===== src/rtl/simple_proc_pkg.sv =====
// Shared types and constants for the processor program loader and its RAM.
package simple_proc_pkg;

    localparam int unsigned PROG_ADDR_W = 8;
    localparam int unsigned INSTR_W     = 16;

    // The load stream carries the high byte of each word first.
    localparam bit HI_BYTE_FIRST = 1'b1;

    typedef enum logic [2:0] {
        IDLE,
        LOAD_HI,
        LOAD_LO,
        START,
        RUN
    } loader_state_t;

    function automatic logic [INSTR_W-1:0] pack_word(input logic [7:0] first,
                                                     input logic [7:0] second);
        return HI_BYTE_FIRST ? {first, second} : {second, first};
    endfunction

endpackage


===== src/rtl/simple_proc_prog_loader_ram.sv =====
// Program memory: single port, synchronous write, registered read with a resettable output register.
module prog_ram_16x256
    import simple_proc_pkg::*;
#(
    parameter int unsigned ADDR_W = PROG_ADDR_W,
    parameter int unsigned DATA_W = INSTR_W
) (
    input  logic              clk,
    input  logic              rst,
    input  logic              we,
    input  logic              re,
    input  logic [ADDR_W-1:0] addr,
    input  logic [DATA_W-1:0] wdata,
    output logic [DATA_W-1:0] rdata
);

    logic [DATA_W-1:0] mem [2**ADDR_W];

    always_ff @(posedge clk) begin
        if (we) begin
            mem[addr] <= wdata;
        end
    end

    // Output register holds its value when no read is issued.
    always_ff @(posedge clk or posedge rst) begin
        if (rst) begin
            rdata <= '0;
        end else if (re) begin
            rdata <= mem[addr];
        end
    end

endmodule


===== src/rtl/simple_proc_prog_loader.sv =====
// Program loader: fills program RAM from a byte stream, pulses start, then serves fetches.
// Optional macro SIMPLE_PROC_LOADER_CHECKSUM_EN adds a load checksum gate on start.
module simple_proc_prog_loader
    import simple_proc_pkg::*;
#(
    parameter int unsigned ADDR_W = PROG_ADDR_W,
    parameter int unsigned DATA_W = INSTR_W
) (
    input  logic              clk,
    input  logic              rst,
    input  logic              clr,
    input  logic [7:0]        load_byte,
    input  logic              load_vld,
    output logic              load_rdy,
    input  logic              load_last,
    output logic              start,
    input  logic [ADDR_W-1:0] pc,
    input  logic              ram_read_en,
    output logic [DATA_W-1:0] instr_data,
    output logic              instr_vld,
    output logic [ADDR_W:0]   word_count,
    output logic              running,
`ifdef SIMPLE_PROC_LOADER_CHECKSUM_EN
    output logic [15:0]       checksum,
    input  logic [15:0]       chk_expected,
`endif
    output logic              err
);

    localparam logic [ADDR_W:0] DEPTH = (ADDR_W+1)'(2**ADDR_W);

    loader_state_t     state;
    logic [7:0]        hi_byte;
    logic              xfer;
    logic              word_done;
    logic              full;
    logic              wr_en;
    logic              rd_en;
    logic [DATA_W-1:0] wr_data;
    logic [ADDR_W-1:0] wr_addr;
    logic [ADDR_W-1:0] ram_addr;
    logic              chk_ok;
`ifdef SIMPLE_PROC_LOADER_CHECKSUM_EN
    logic [15:0]       chk_next;
`endif

    always_comb begin
        xfer      = load_vld & load_rdy & ~clr;
        word_done = xfer & ((state == LOAD_LO) | load_last);
        full      = (word_count == DEPTH);
        wr_en     = word_done & ~full;
        wr_addr   = word_count[ADDR_W-1:0];
        // A final byte arriving in the high-byte slot is padded with a zero low byte.
        wr_data   = (state == LOAD_LO) ? pack_word(hi_byte, load_byte)
                                       : pack_word(load_byte, 8'h00);
        rd_en     = (state == RUN) & ram_read_en & ~clr;
        ram_addr  = (state == RUN) ? pc : wr_addr;
`ifdef SIMPLE_PROC_LOADER_CHECKSUM_EN
        chk_next  = checksum + (wr_en ? wr_data : '0);
        chk_ok    = (chk_next == chk_expected);
`else
        chk_ok    = 1'b1;
`endif
    end

    prog_ram_16x256 #(
        .ADDR_W (ADDR_W),
        .DATA_W (DATA_W)
    ) u_ram (
        .clk   (clk),
        .rst   (rst),
        .we    (wr_en),
        .re    (rd_en),
        .addr  (ram_addr),
        .wdata (wr_data),
        .rdata (instr_data)
    );

    always_ff @(posedge clk or posedge rst) begin
        if (rst) begin
            state      <= IDLE;
            hi_byte    <= '0;
            load_rdy   <= 1'b0;
            start      <= 1'b0;
            instr_vld  <= 1'b0;
            word_count <= '0;
            running    <= 1'b0;
            err        <= 1'b0;
`ifdef SIMPLE_PROC_LOADER_CHECKSUM_EN
            checksum   <= '0;
`endif
        end else if (clr) begin
            state      <= IDLE;
            hi_byte    <= '0;
            load_rdy   <= 1'b1;
            start      <= 1'b0;
            instr_vld  <= 1'b0;
            word_count <= '0;
            running    <= 1'b0;
            err        <= 1'b0;
`ifdef SIMPLE_PROC_LOADER_CHECKSUM_EN
            checksum   <= '0;
`endif
        end else begin
            start     <= 1'b0;
            instr_vld <= 1'b0;
            if (wr_en) begin
                word_count <= word_count + 1'b1;
`ifdef SIMPLE_PROC_LOADER_CHECKSUM_EN
                checksum   <= chk_next;
`endif
            end
            if (word_done && full) begin
                err <= 1'b1;
            end
            case (state)
                IDLE, LOAD_HI: begin
                    load_rdy <= 1'b1;
                    if (xfer) begin
                        hi_byte <= load_byte;
                        if (load_last) begin
                            err      <= 1'b1;
                            state    <= START;
                            load_rdy <= 1'b0;
                            start    <= chk_ok;
                        end else begin
                            state <= LOAD_LO;
                        end
                    end
                end
                LOAD_LO: begin
                    if (xfer) begin
                        if (load_last) begin
                            state    <= START;
                            load_rdy <= 1'b0;
                            start    <= chk_ok;
                        end else begin
                            state <= LOAD_HI;
                        end
                    end
                end
                START: begin
`ifdef SIMPLE_PROC_LOADER_CHECKSUM_EN
                    if (checksum != chk_expected) begin
                        state    <= IDLE;
                        err      <= 1'b1;
                        load_rdy <= 1'b1;
                    end else begin
                        state   <= RUN;
                        running <= 1'b1;
                    end
`else
                    state   <= RUN;
                    running <= 1'b1;
`endif
                end
                RUN: begin
                    running   <= 1'b1;
                    instr_vld <= ram_read_en;
                end
                default: begin
                    state    <= IDLE;
                    load_rdy <= 1'b1;
                end
            endcase
        end
    end

endmodule

===== config.mk =====
export PLATFORM = sky130hd
export DESIGN_NAME = simple_proc_prog_loader
export DESIGN_NICKNAME = d
export VERILOG_FILES = /design/src/rtl/simple_proc_pkg.sv /design/src/rtl/simple_proc_prog_loader_ram.sv /design/src/rtl/simple_proc_prog_loader.sv
export SDC_FILE = /design/constraint.sdc
export NUM_CORES = 2
export LEC_CHECK = 0
export CORE_ASPECT_RATIO = 1.75
export CORE_MARGIN = 4
export CORE_UTILIZATION = 60
export CTS_BUF_LIST = sky130_fd_sc_hd__clkbuf_4 sky130_fd_sc_hd__clkbuf_8
export CTS_CLUSTER_SIZE = 8
export DETAILED_ROUTE_END_ITERATION = 8
export PLACE_DENSITY = 0.76
export SETUP_SLACK_MARGIN = 0.1
export SYNTH_ARGS = -nofsm -noshare
export SYNTH_HDL_FRONTEND = slang
export SYNTH_HIERARCHICAL = 1
export SYNTH_SLANG_ARGS = --single-unit

===== constraint.sdc =====
create_clock -name clk -period 10 [get_ports clk]
set_input_delay 1 -clock clk [delete_from_list [all_inputs] [get_ports clk]]
set_output_delay 1 -clock clk [all_outputs]
set_load 0.005 [all_outputs]

==> flow_summary.yaml <==
logic_synthesis:
  yosys.cell_types.count: 68
  netlist_area_mm2: 0.159
  synth_enable_flop_cells: 4096
  synthDominantCellAreaShare: 0.772
  ys_seq_elements: 4137
  synthDominantAreaCellType: "sky130_fd_sc_hd__edfxtp_1"
  yosys_warnings: 6
  predominant_post_synthesis_flop_cell: "sky130_fd_sc_hd__edfxtp_1"
  postSynthNetCount: 7367
  yosys-top-cells-area: "sky130_fd_sc_hd__edfxtp_1 77%, sky130_fd_sc_hd__mux4_2 12%, sky130_fd_sc_hd__mux2i_1 2.4%"
  synthCells: 7343
  syn_avg_cell_area_um2: 21.7
  ys_async_sr_fraction: 0.00991
  ys_seq_area_frac: 0.779
grt:
  grt_pass1_wl_um: 618000
  groute.usage.overall: 0.320
  number_of_global_route_vias_before_repair: 83200
  grt_remaining_overflow: 0
  maximum_number_of_pins_on_one_net_before_global_route_repair: 189
  antenna_violations_before_repair: 26
clock_tree:
  cts_setup_buffers: 0
  clkSinkCount: 4137
  tritoncts: "built"
  ctsHoldBuffers: 0
  clkSlewWorstSetupHoldPaths_ps: 60
  cts-htree-levels: 6
  post_cts.resized_instances: 0
  max-clock-path-buffers: 4
  clk-insertion-delay-late_ps: 1060
  cts_inserted_buffers: 600
  root_buffer: "sky130_fd_sc_hd__clkbuf_8"
finish:
  filler_free_cell_count_of_the_finished_design: 11700
  area_growth_from_synthesis_to_layout_pct: 9.89
  net_count_reported_at_finish: 7987
  final_layout_size_suffix_gt1_frac: 0.270
  final_common_cell: "sky130_fd_sc_hd__edfxtp_1"
  most-common-layout-cells: "4,096 x sky130_fd_sc_hd__edfxtp_1, 850 x sky130_fd_sc_hd__mux4_2, 628 x sky130_fd_sc_hd__clkbuf_8"
timing:
  min_period_ps: 6800
  setup_tns_ps: 0
  fin_skew_ps: 78.1
  worst_pin_slew_ps: 1510
  final_max_slew_viol_count: 27
  post-route-period-util: 0.680
  report.final.hold_viol_count: 0
  rsz0062_at_grt: "false"
  fmax_ghz: 0.147
  slew_headroom: -0.0155
  finalSetupViolations: 0
outcome:
  status: "complete, but fails checks"
  violations: "max-capacitance violations, max-slew violations"
power:
  pwr_density_cell_mw_per_mm2: 189
  p_int_w: 0.0259
  power.total_w: 0.0330
  p_sw_w: 0.00712
  seq_power_share: 0.587
  share_clk_of_total_power: 0.358
  comb_power_share: 0.055
  swShare: 0.216
  leakage_nw: 52.9
  ir_worst_vdd_mv: 0.0985
hold_path:
  hold_path.class: "reg2reg"
route:
  detail_route.wirelength_um: 436000
  post_drt_antenna_nets: 0
  first_pass_iters: 6
  drc_errors: 0
  route.detailed.vias_per_inst: 7.03
  vias: 82000
  routed_wire_length_per_instance_um: 37.4
  dr.first_iter.drc_count: 12500
die:
  fp.dieArea_mm2: 0.274
  initial_standard_cell_utilization_of_the_core: 0.602
  die_height_um: 690
  rows: 250
  core_region_area_mm2: 0.265
  horiz_die_dim_um: 397
  num_io_pins: 52
place:
  dpl.cell_count: 10900
  gp_routability_congestion: 0.968
  place.port_buffers: 51
  place_hpwl_um: 264000
setup_path:
  critical_path_peak_fanout: 129
  timing.critical_path.arrival_ps: 7660
  cp_data_required_time_ps: 10860
  criticalPathCategory: "reg2reg"
  startpoint_type: "register"
  worstSetupEndpointType: "register"
job:
  reported_max_cap_violation_count: 2
path summary, 6_finish.rpt:
| path | startpoint | end | slack, ps | cells past startpoint |
|---|---|---|---|---|
| worst max-delay path | state[2] | u_ram/rdata[5] | 3200 | 13 |
| worst min-delay path | running | running | 540 | 2 |
| worst max register to register | state[2] | u_ram/rdata[5] | 3200 | 13 |
| worst min register to register | running | running | 540 | 2 |
| max in group asynchronous | rst | u_ram/rdata[10] | 8640 | 2 |
| min in group asynchronous | rst | hi_byte[7] | 630 | 2 |
stage by stage:
step / util / instance area, um2 / hold slack (ps) / setup slack [ps]
6_report: 0.661 / 175000 / 541 / 3200
5_1_grt: 0.661 / 175000 / 566 / 3530
4_1_cts: 0.661 / 175000 / 537 / 3810
3_5_place_dp: 0.625 / 165000 / 526 / 3490
3_3_place_gp: 0.625 / 165000 / 494 / 3080
2_1_floorplan: - / 159000 / 496 / 4870
cells in the mapped netlist, drive strengths merged (12+ instances only):
cell / n
nor2b: 37
clkbuf: 179
o221ai: 30
o22ai: 177
nor2: 286
nand3: 42
mux4: 857
nand4b: 15
o22a: 43
inv: 12
nor4: 35
edfxtp: 4096
a21oi: 56
nor3: 80
mux2: 62
nand2b: 16
a211oi: 64
o211ai: 21
dfrtp: 41
or2: 16
o21ai: 66
mux2i: 381
and2: 20
nand2: 90
a221oi: 54
or3: 15
a31oi: 27
buf: 265
a22oi: 161
worst max-delay path, stage by stage, from the launching register on:
cell                      delay [ps]
sky130_fd_sc_hd__dfrtp_1         480
sky130_fd_sc_hd__inv_1           150
sky130_fd_sc_hd__nor3_2           50
sky130_fd_sc_hd__buf_4           220
sky130_fd_sc_hd__o21ai_4         790
sky130_fd_sc_hd__buf_12          440
sky130_fd_sc_hd__buf_12          650
sky130_fd_sc_hd__mux2i_1         290
sky130_fd_sc_hd__o22a_1          200
sky130_fd_sc_hd__o21ai_0         350
sky130_fd_sc_hd__nor4_1          620
sky130_fd_sc_hd__a31oi_1         640
sky130_fd_sc_hd__nor4_1         1080
sky130_fd_sc_hd__o22ai_1         220
power groups by stage:
stage          Combinational [W]  Sequential (W)  Clock, W
2_1_floorplan            0.00116          0.0198         0
3_3_place_gp             0.00174          0.0197         0
3_5_place_dp             0.00179          0.0197         0
4_1_cts                  0.00179          0.0194    0.0119
5_1_grt                  0.00189          0.0193    0.0127
6_report                 0.00182          0.0194    0.0118
layout make-up:
| type | instances | area (um2) |
|---|---|---|
| Sequential cell | 4137 | 124000 |
| Fill cell | 16200 | 89600 |
| Multi-Input combinational cell | 2749 | 33100 |
| Clock buffer | 720 | 9330 |
| Tap cell | 3528 | 4410 |
| Timing Repair Buffer | 462 | 3830 |
| Clock inverter | 27 | 188 |
| Antenna cell | 21 | 52.6 |
| Inverter | 13 | 51.3 |
sequential cells by signal, summed over array words and instances (netlist names):
register / count
u_ram/mem: 4096
u_ram/rdata: 16
word_count: 9
hi_byte: 8
state: 3
err: 1
instr_vld: 1
load_rdy: 1
running: 1
start: 1
kinds of logic after synthesis:
group	Yosys count	synth area share
AO/OA/AOI/OAI	753	0.0334
XOR/XNOR	3	0.000165
adder cells (fa/ha/maj)	2	0.000157
buffers and inverters	457	0.0170
flip-flops	4137	0.779
multiplexers	1300	0.150
AND/OR/NAND/NOR	691	0.0209
per-layer routing:
layer	vias to the layer above	global-route usage	part of all wire
met2	6249	0.509	0.49
met3	1489	0.0828	0.12
li1	32000	-	-
met1	42200	0.381	0.30
met5	-	0	0.00040
met4	22	0.238	0.092
(Power assumes the default switching activity.)
